**config.mk**
```make
export PLATFORM = sky130hd
export DESIGN_NAME = ysyx_23060236_rd_xbar
export DESIGN_NICKNAME = d
export VERILOG_FILES = /design/src/rtl/ysyx_23060236_rd_xbar.sv
export SDC_FILE = /design/constraint.sdc
export NUM_CORES = 1
export LEC_CHECK = 0
export ABC_CLOCK_PERIOD_IN_PS = 3500
export CAP_MARGIN = 20
export CORE_AREA = 2 2 109 111
export DETAILED_ROUTE_END_ITERATION = 8
export DIE_AREA = 0 0 111 113
export PLACE_DENSITY = 0.82
export SLEW_MARGIN = 40
export SYNTH_ARGS = -nofsm -noshare
export SYNTH_HDL_FRONTEND = slang
export SYNTH_SLANG_ARGS = --single-unit
export TNS_END_PERCENT = 30
```
**constraint.sdc**
```tcl
create_clock -name clock -period 3.5 [get_ports clock]
set_input_delay 0.525 -clock clock [delete_from_list [all_inputs] [get_ports clock]]
set_output_delay 0.525 -clock clock [all_outputs]
set_load 0.05 [all_outputs]
```
**src/rtl/ysyx_23060236_rd_xbar.sv**
```systemverilog
// ysyx_23060236_rd_xbar
//
// Read-channel arbiter/router shared by the IFU (master 0) and the LSU
// (master 1). Only one read is in flight at a time. Round-robin picks the
// master, and the latched address picks the slave: CLINT (s1) or memory (s0).
//
// Ports
//   clock, reset             clock; asynchronous active-low reset
//   m{0,1}_ar{addr,valid}    master read address request
//   m{0,1}_arready           request accepted (only in IDLE)
//   m{0,1}_r{data,resp,valid} read data returned to the granted master
//   m{0,1}_rready            master ready for read data
//   s{0,1}_ar{addr,valid}    address to the selected slave
//   s{0,1}_arready           slave address ready
//   s{0,1}_r{data,resp,valid} slave read data
//   s{0,1}_rready            crossbar ready (mirrors granted master's rready)
//
// state | meaning
// IDLE  | arbitrate; granted master's arready is high this cycle
// ADDR  | present latched address to the selected slave
// DATA  | forward slave R channel to the granted master

module ysyx_23060236_rd_xbar #(
    parameter logic [31:0] CLINT_BASE = 32'h0200_0000,
    parameter logic [31:0] CLINT_MASK = 32'hFFFF_0000
) (
    input  logic        clock,
    input  logic        reset,
    input  logic [31:0] m0_araddr,
    input  logic        m0_arvalid,
    output logic        m0_arready,
    output logic [31:0] m0_rdata,
    output logic [1:0]  m0_rresp,
    output logic        m0_rvalid,
    input  logic        m0_rready,
    input  logic [31:0] m1_araddr,
    input  logic        m1_arvalid,
    output logic        m1_arready,
    output logic [31:0] m1_rdata,
    output logic [1:0]  m1_rresp,
    output logic        m1_rvalid,
    input  logic        m1_rready,
    output logic [31:0] s0_araddr,
    output logic        s0_arvalid,
    input  logic        s0_arready,
    input  logic [31:0] s0_rdata,
    input  logic [1:0]  s0_rresp,
    input  logic        s0_rvalid,
    output logic        s0_rready,
    output logic [31:0] s1_araddr,
    output logic        s1_arvalid,
    input  logic        s1_arready,
    input  logic [31:0] s1_rdata,
    input  logic [1:0]  s1_rresp,
    input  logic        s1_rvalid,
    output logic        s1_rready
);

    typedef enum logic [1:0] {
        IDLE = 2'd0,
        ADDR = 2'd1,
        DATA = 2'd2
    } state_t;

    state_t      state;
    state_t      state_nxt;
    logic        gnt;
    logic        last;
    logic        sel;
    logic [31:0] addr;

    logic        arb_gnt;
    logic [31:0] req_addr;
    logic        ar_hs;
    logic        r_hs;
    logic        s_arready_sel;
    logic        s_rvalid_sel;
    logic [31:0] s_rdata_sel;
    logic [1:0]  s_rresp_sel;
    logic        m_rready_gnt;

    // A lone requester wins outright; on a tie the master not served last wins.
    assign arb_gnt  = (m0_arvalid & m1_arvalid) ? ~last : m1_arvalid;
    assign req_addr = arb_gnt ? m1_araddr : m0_araddr;
    // Gated by reset so arready stays low while reset is held.
    assign ar_hs    = reset & (state == IDLE) & (m0_arvalid | m1_arvalid);

    assign s_arready_sel = sel ? s1_arready : s0_arready;
    assign s_rvalid_sel  = sel ? s1_rvalid  : s0_rvalid;
    assign s_rdata_sel   = sel ? s1_rdata   : s0_rdata;
    assign s_rresp_sel   = sel ? s1_rresp   : s0_rresp;
    assign m_rready_gnt  = gnt ? m1_rready  : m0_rready;

    assign r_hs = (state == DATA) & s_rvalid_sel & m_rready_gnt;

    always_ff @(posedge clock or negedge reset) begin
        if (!reset) begin
            state <= IDLE;
            gnt   <= 1'b0;
            last  <= 1'b1;
            sel   <= 1'b0;
            addr  <= 32'h0;
        end else begin
            state <= state_nxt;
            if (ar_hs) begin
                gnt  <= arb_gnt;
                sel  <= ((req_addr & CLINT_MASK) == CLINT_BASE);
                addr <= req_addr;
            end
            if (r_hs) begin
                last <= gnt;
            end
        end
    end

    always_comb begin
        state_nxt = state;
        case (state)
            IDLE:    if (ar_hs)         state_nxt = ADDR;
            ADDR:    if (s_arready_sel) state_nxt = DATA;
            DATA:    if (r_hs)          state_nxt = IDLE;
            default:                    state_nxt = IDLE;
        endcase
    end

    always_comb begin
        m0_arready = 1'b0;
        m1_arready = 1'b0;
        m0_rdata   = 32'h0;
        m1_rdata   = 32'h0;
        m0_rresp   = 2'b00;
        m1_rresp   = 2'b00;
        m0_rvalid  = 1'b0;
        m1_rvalid  = 1'b0;
        s0_araddr  = 32'h0;
        s1_araddr  = 32'h0;
        s0_arvalid = 1'b0;
        s1_arvalid = 1'b0;
        s0_rready  = 1'b0;
        s1_rready  = 1'b0;

        m0_arready = ar_hs & ~arb_gnt;
        m1_arready = ar_hs & arb_gnt;

        if (state == ADDR) begin
            if (sel) begin
                s1_arvalid = 1'b1;
                s1_araddr  = addr;
            end else begin
                s0_arvalid = 1'b1;
                s0_araddr  = addr;
            end
        end

        if (state == DATA) begin
            if (gnt) begin
                m1_rvalid = s_rvalid_sel;
                m1_rdata  = s_rdata_sel;
                m1_rresp  = s_rresp_sel;
            end else begin
                m0_rvalid = s_rvalid_sel;
                m0_rdata  = s_rdata_sel;
                m0_rresp  = s_rresp_sel;
            end
            if (sel) begin
                s1_rready = m_rready_gnt;
            end else begin
                s0_rready = m_rready_gnt;
            end
        end
    end

endmodule
```
# Word level (Yosys, flattened, before mapping)
# Index checks and enable logic that the tools add are counted.
# totals
rom_bits	0
wordCells	58
latchBits	0
input_bits	142
ramBits	0
regBits	37
n_memories	0
out_inout_bits	140
# op_classes
muxes	35
bitwise	10
div	0
n_eq_ne	6
order_cmp	0
n_shift	0
reduce_logical	2
multipliers	0
n_addsub	0
# op_table
op	n
$mux 32	10
$eq 16x10->1 const B	1
$mux 1	16
$mux 2	8
$and 1x1->1	7
$ne 2x2->1 const B	3
$pmux 2 s3	1
$reduce_and 3->1	1
$eq 2x1->1 const B	1
$eq 2x2->1 const B	1
$logic_not 2->1	1
$not 1->1	2
$or 1x1->1	1

# Logic depth before layout (Yosys ltp)
# Gate-level depths: netlist of run 1.
# logic_depth
ltp_word	5
ltp_mapped	6
ltp_nobuf	4

# Worst setup path before layout of run 1
# No wires, ideal clock.
# synth_timing
kind	register to output
from	register sel
to	output s0_rready
arrival_time_ps	1854
path_stages_with_launch	4
slack_ps	1121
cell_sequence	dfrtp_1 > buf_2 > buf_4 > nor3_1
# synth_via
elab_chain_cells	2
# synth_lines
element	line	source
from (decl)	69	logic sel;
from (signal assigned)	107	sel <= ((req_addr & CLINT_MASK) == CLINT_BASE);
$mux 1	165	if (sel) begin
$mux 1	155	if (state == DATA) begin
to (decl)	49	output logic s0_rready,
# No other way between the ends.

# Final worst setup path of run 1
# layout_timing
from	register sel
to	output m0_rdata[12]
# layout_via
elab_chain_cells	3
# layout_lines
element	line	source
$mux 32	90	assign s_rdata_sel = sel ? s1_rdata : s0_rdata;
$mux 32	156	if (gnt) begin
$mux 32	155	
to (decl)	32	output logic [31:0] m0_rdata,
# No other way between the ends.

==> results of run 1 <==
-- power breakdown --
part / internal [uW] / switching [uW]
logic: 959 / 1610
clock network: 265 / 182
registers: 632 / 196
-- layout make-up --
| cell class | instances | area (um2) | share of cell area |
|---|---|---|---|
| timing repair buffer | 290 | 2900 | 0.463 |
| multi-input combinational | 340 | 2100 | 0.335 |
| sequential | 37 | 928 | 0.148 |
| tap | 143 | 179 | 0.0286 |
| clock buffer | 5 | 125 | 0.0200 |
| clock inverter | 3 | 21.3 | 0.00340 |
| antenna | 2 | 5.00 | 0.000800 |
| inverter | 1 | 3.75 | 0.000600 |
-- layout by cell type (no fill, tap or decap), drive strengths merged --
master,Yosys,routed
a21boi,1,1
and3,1,1
nor4b,1,1
nand3,2,2
mux2,2,2
nor4,6,6
and2,64,64
inv,1,2
nand2,67,67
clkinv,0,1
dfrtp,36,36
a21o,1,1
o32a,1,1
nor2b,1,1
nor3,2,2
clkdlybuf4s50,0,278
clkbuf,9,5
nor3b,1,1
a21bo,1,1
o21ai,6,6
and2b,1,1
o21a,1,1
diode,0,2
mux2i,35,35
nor2,107,107
a31oi,32,32
clkinvlp,0,1
dfstp,1,1
a21oi,2,2
nand2b,3,3
buf,23,12
nand4,2,2
-- worst max-delay path by stage --
stage / endpoint / startpoint / slack (ps)
2_1_floorplan: s0_rready / sel / 1120
3_3_place_gp: m0_rdata[12] / sel / 690
3_5_place_dp: m0_rvalid / s0_rvalid / 690
4_1_cts: m0_rdata[12] / sel / 390
5_1_grt: s1_araddr[0] / sel / 300
6_report: m0_rdata[12] / sel / 380
-- cells by family after synthesis --
kind of cell,after synthesis,share of synthesized area
simple gates,258,0.388
compound gates,45,0.141
flops,37,0.286
mux,37,0.115
buf+inv,33,0.0692
-- stage by stage --
stage | instances | hold WS [ps] | area, um2
2_1_floorplan | 410 | 229 | 3240
3_3_place_gp | 810 | 552 | 6080
3_5_place_dp | 811 | 563 | 6100
4_1_cts | 819 | 360 | 6250
5_1_grt | 820 | 383 | 6250
6_report | 821 | 348 | 6260
-- state kept, by name, indices dropped and copies added, names as in the netlist --
name	flops
addr	32
state	2
gnt	1
last	1
sel	1
-- per-layer routing --
| metal | up-vias | track usage |
|---|---|---|
| li1 | 1880 | - |
| met1 | 1805 | 0.221 |
| met2 | 196 | 0.378 |
| met3 | 26 | 0.0498 |
| met4 | 0 | 0.0908 |
| met5 | - | 0 |
==> impl_metrics.ini, run 1 <==
[drt]
drt.antenna.violating_nets = 0
wl_per_cell_um = 16.7
initialDrtViolationCount = 223
viasPerCell = 4.76
num_vias = 3907
wl_met1_um = 5020
drc = 0
routed-wl-met3_um = 1020
totalWireLength_um = 13700
dr_wl_met2_um = 7170
top_layer = met4
firstDrtPassIters = 4

[clocking]
cts_hold_buffers = 0
post_cts_buffers = 0
cts_root_buf = clkbuf_16
ctsResizeCount = 0
clk_pin_slew_ps = 60
clock_latency_ps = 280
cts_tree = built
cts_buffer_depth = 2
cts_sinks = 37
cts_max_level = 2
cts_made_buffers = 5

[die]
core_um2 = 11300
die_h_um = 113
pin_count = 282
die-area_um2 = 12500
fp-row-count = 39
start_util = 0.287
die_w_um = 111

[synth]
synthCells = 410
synth-seq-cells = 37
synthArstFlopShare = 1.00
avgSynthCellArea_um2 = 7.89
synth_edf_count = 0
synth_cell_types = 36
synth_top_area_share = 0.278
synth_commonest_cells = nor2_1 (80), nand2_1 (67), and2_1 (64)
synth_nets = 552
synth.top_cells.by_area = dfrtp_1 (28%), and2_1 (12%), mux2i_1 (11%)
yosysMostFrequentCell = nor2_1
synth_area_um2 = 3240
synth_warnings = 0
synth_ff_type = dfrtp_1
yosysSeqAreaShare = 0.286
yosys.area.top_type = dfrtp_1

[grt]
antenna_found_initial = 2
grt_usage = 0.204
grt_pass1_vias = 3847
grt_pass1_wl_um = 20300
grt_max_degree = 38
gr-total-overflow = 0

[final_layout]
num-nets-final = 817
drive_above_1_share = 0.123
num-fill-cells = 1019
final_core_util = 0.555
area_growth_pct = 93.3

[setup_path]
r2r_start = state[1]
cp_top_family = buffers and inverters
worstRegToRegCells = 5
path_max_fanout = 25
crit_buf_inv = 2
crit_path_max_incr_delay_ps = 850
crit_path_end_kind = output pin
crit_chain = buf_4 > mux2i_1 > nor2_1 > clkdlybuf4s50_1
critPathLaunchType = flop
r2r-end = addr[11]
path_depth = 4
critPathArrivalTime_ps = 2590
reg2reg_setup_slack_ps = 1590
crit_type = reg2out
cp_data_required_time_ps = 2970
cp_slowest_cell = clkdlybuf4s50_1

[placed_design]
gp_congestion = 0.958
dp_worst_setup_slack_ps = 690
io_buffers = 281
post-dp-hpwl_um = 11500

[timing]
hold_violations = 0
relSlewSlack = 0.587
fin_ws_ps = 382
worst_clock_skew_ps = 2.92
finalCritPeriodShare = 0.891
fin_crit_ps = 3120
final-setup-viol-count = 0
fin_tns_setup_ps = 0
worstMarginPinSlew_ps = 616
fmax_ghz = 0.321
rsz0062_at_grt = false
report.final.slew_viol_count = 0

[run]
cap_viol_max_count = 0

[power]
p_total_uw = 3840
ir_drop_mv = 0.434
powerDensity_nw_per_um2 = 614
p_leak_uw = 0.00229

[worst_hold_path]
hp-class = in2async

[outcome]
status = complete, no violations
No activity file was read; power rests on OpenSTA's default activity.
==> run 2, diff against run 1 <==
--- a/config.mk
+++ b/config.mk
@@ -7,10 +7,15 @@
 export LEC_CHECK = 0
 export ABC_CLOCK_PERIOD_IN_PS = 3500
 export CAP_MARGIN = 20
-export CORE_AREA = 2 2 109 111
+export CELL_PAD_IN_SITES_DETAIL_PLACEMENT = 1
+export CELL_PAD_IN_SITES_GLOBAL_PLACEMENT = 1
+export CORE_ASPECT_RATIO = 1.1
+export CORE_MARGIN = 2
+export CORE_UTILIZATION = 23
+export CTS_BUF_LIST = sky130_fd_sc_hd__clkbuf_4
 export DETAILED_ROUTE_END_ITERATION = 8
-export DIE_AREA = 0 0 111 113
-export PLACE_DENSITY = 0.82
+export PLACE_DENSITY = 0.95
+export SKIP_LAST_GASP = 1
 export SLEW_MARGIN = 40
 export SYNTH_ARGS = -nofsm -noshare
 export SYNTH_HDL_FRONTEND = slang
==> impl_metrics.ini, run 2 (same netlist as run 1, synthesis figures left out) <==
[power]
p_leak_uw = 0.00229
powerDensity_nw_per_um2 = 600
ir_drop_mv = 0.259

[timing]
worst_clock_skew_ps = 22.2
worstMarginPinSlew_ps = 662
hold_violations = 0
fin_tns_setup_ps = 0
report.final.slew_viol_count = 0
holdWs_ps = 214
relSlewSlack = 0.556
rsz0062_at_grt = false
final-setup-viol-count = 0
fin_crit_ps = 3200
finalCritPeriodShare = 0.915
fmax_ghz = 0.312

[grt]
antenna_found_initial = 4
gr-total-overflow = 0
grt_max_degree = 40
grt_usage = 0.208
grt_pass1_wl_um = 23700
grt_pass1_vias = 4339

[final_layout]
largest_reg_flops = 32
num-nets-final = 818
layout_commonest_cell = clkdlybuf4s50_1
largest-register = addr
final_cells = 867
final_core_util = 0.451
drive_above_1_share = 0.142
final_cell_mix = clkdlybuf4s50_1 (266), nor2_1 (78), nand2_1 (67)
finalInstanceArea_um2 = 6210
area_growth_pct = 92.0
reg.largest.list = addr: 32 flops, state: 2 flops

[clocking]
cts_made_buffers = 5
ctsResizeCount = 0
clock_latency_ps = 370
cts_root_buf = clkbuf_4
cts_tree = built
cts_sinks = 37
cts_hold_buffers = 0
post_cts_buffers = 0
cts_max_level = 2
cts_buffer_depth = 2
clk_pin_slew_ps = 150

[drt]
totalWireLength_um = 16600
wl_per_cell_um = 19.1
drc = 0
initialDrtViolationCount = 105
num_vias = 4044
firstDrtPassIters = 4
viasPerCell = 4.66
drt.antenna.violating_nets = 0

[setup_path]
critPathCapture = m1_rdata[11]
cp_slowest_cell = clkdlybuf4s50_1
critPathLaunch = sel
path_max_fanout = 26
crit_chain = buf_4 > mux2i_1 > nor2_1 > clkdlybuf4s50_1
cp_data_required_time_ps = 2970
critPathLaunchType = flop
r2r-end = addr[14]
critPathArrivalTime_ps = 2680
crit_path_max_incr_delay_ps = 840
worstRegToRegCells = 5
crit_type = reg2out
reg2reg_setup_slack_ps = 1610
crit_path_end_kind = output pin
r2r_start = state[1]

[placed_design]
placed_cell_area_um2 = 6150
dpl.cell_count = 857
gp_congestion = 0.717
io_buffers = 281
post-dp-hpwl_um = 13800

[die]
core_um2 = 13800
die-area_um2 = 15000
pin_count = 282
start_util = 0.235
die_w_um = 117
die_h_um = 128
fp-row-count = 45

[run]
cap_viol_max_count = 0

[worst_hold_path]
hp-class = in2async

[outcome]
status = complete, no violations
==> run 2: final cells by class <==
class	count	area, um2
antenna	2	5.00
clock buffer	5	37.5
clock inverter	3	21.3
fill	1639	7580
inverter	1	3.75
multi-input combinational	340	2100
sequential	37	928
tap	188	235
timing repair buffer	291	2890
==> run 2: critical path, delay by kind of cell (launching register included) <==
kind	cells	cell delay, ps
buffers and inverters	2	1320
flip-flops	1	640
AND/OR/NAND/NOR	1	150
multiplexers	1	180
==> run 2: worst min path at each step <==
stage	startpoint	endpoint	slack (ps)
final	reset	gnt	210
after floorplan	reset	addr[0]	230
after global routing	reset	gnt	230
after global placement	state[1]	state[1]	550
after CTS	reset	gnt	220
after detailed placement	addr[0]	addr[0]	570
==> run 2: stage by stage <==
stage / setup slack [ps] / power [uW]
after global routing: 130 / 3930
after CTS: 222 / 3770
final: 299 / 3730
after floorplan: 1120 / 2520
after global placement: 715 / 3420
after detailed placement: 683 / 3510
==> run 2: per-layer routing <==
| layer | vias to the layer above | share of wire | global-route usage |
|---|---|---|---|
| met5 | - | 0.0012 | 0 |
| met3 | 21 | 0.082 | 0.0466 |
| met2 | 186 | 0.54 | 0.407 |
| met4 | 4 | 0.018 | 0.0491 |
| li1 | 1878 | - | - |
| met1 | 1955 | 0.36 | 0.222 |
==> run 2: power breakdown <==
| part | switching [uW] | internal (uW) |
|---|---|---|
| clock network | 172 | 79.6 |
| registers | 215 | 628 |
| logic | 1660 | 972 |
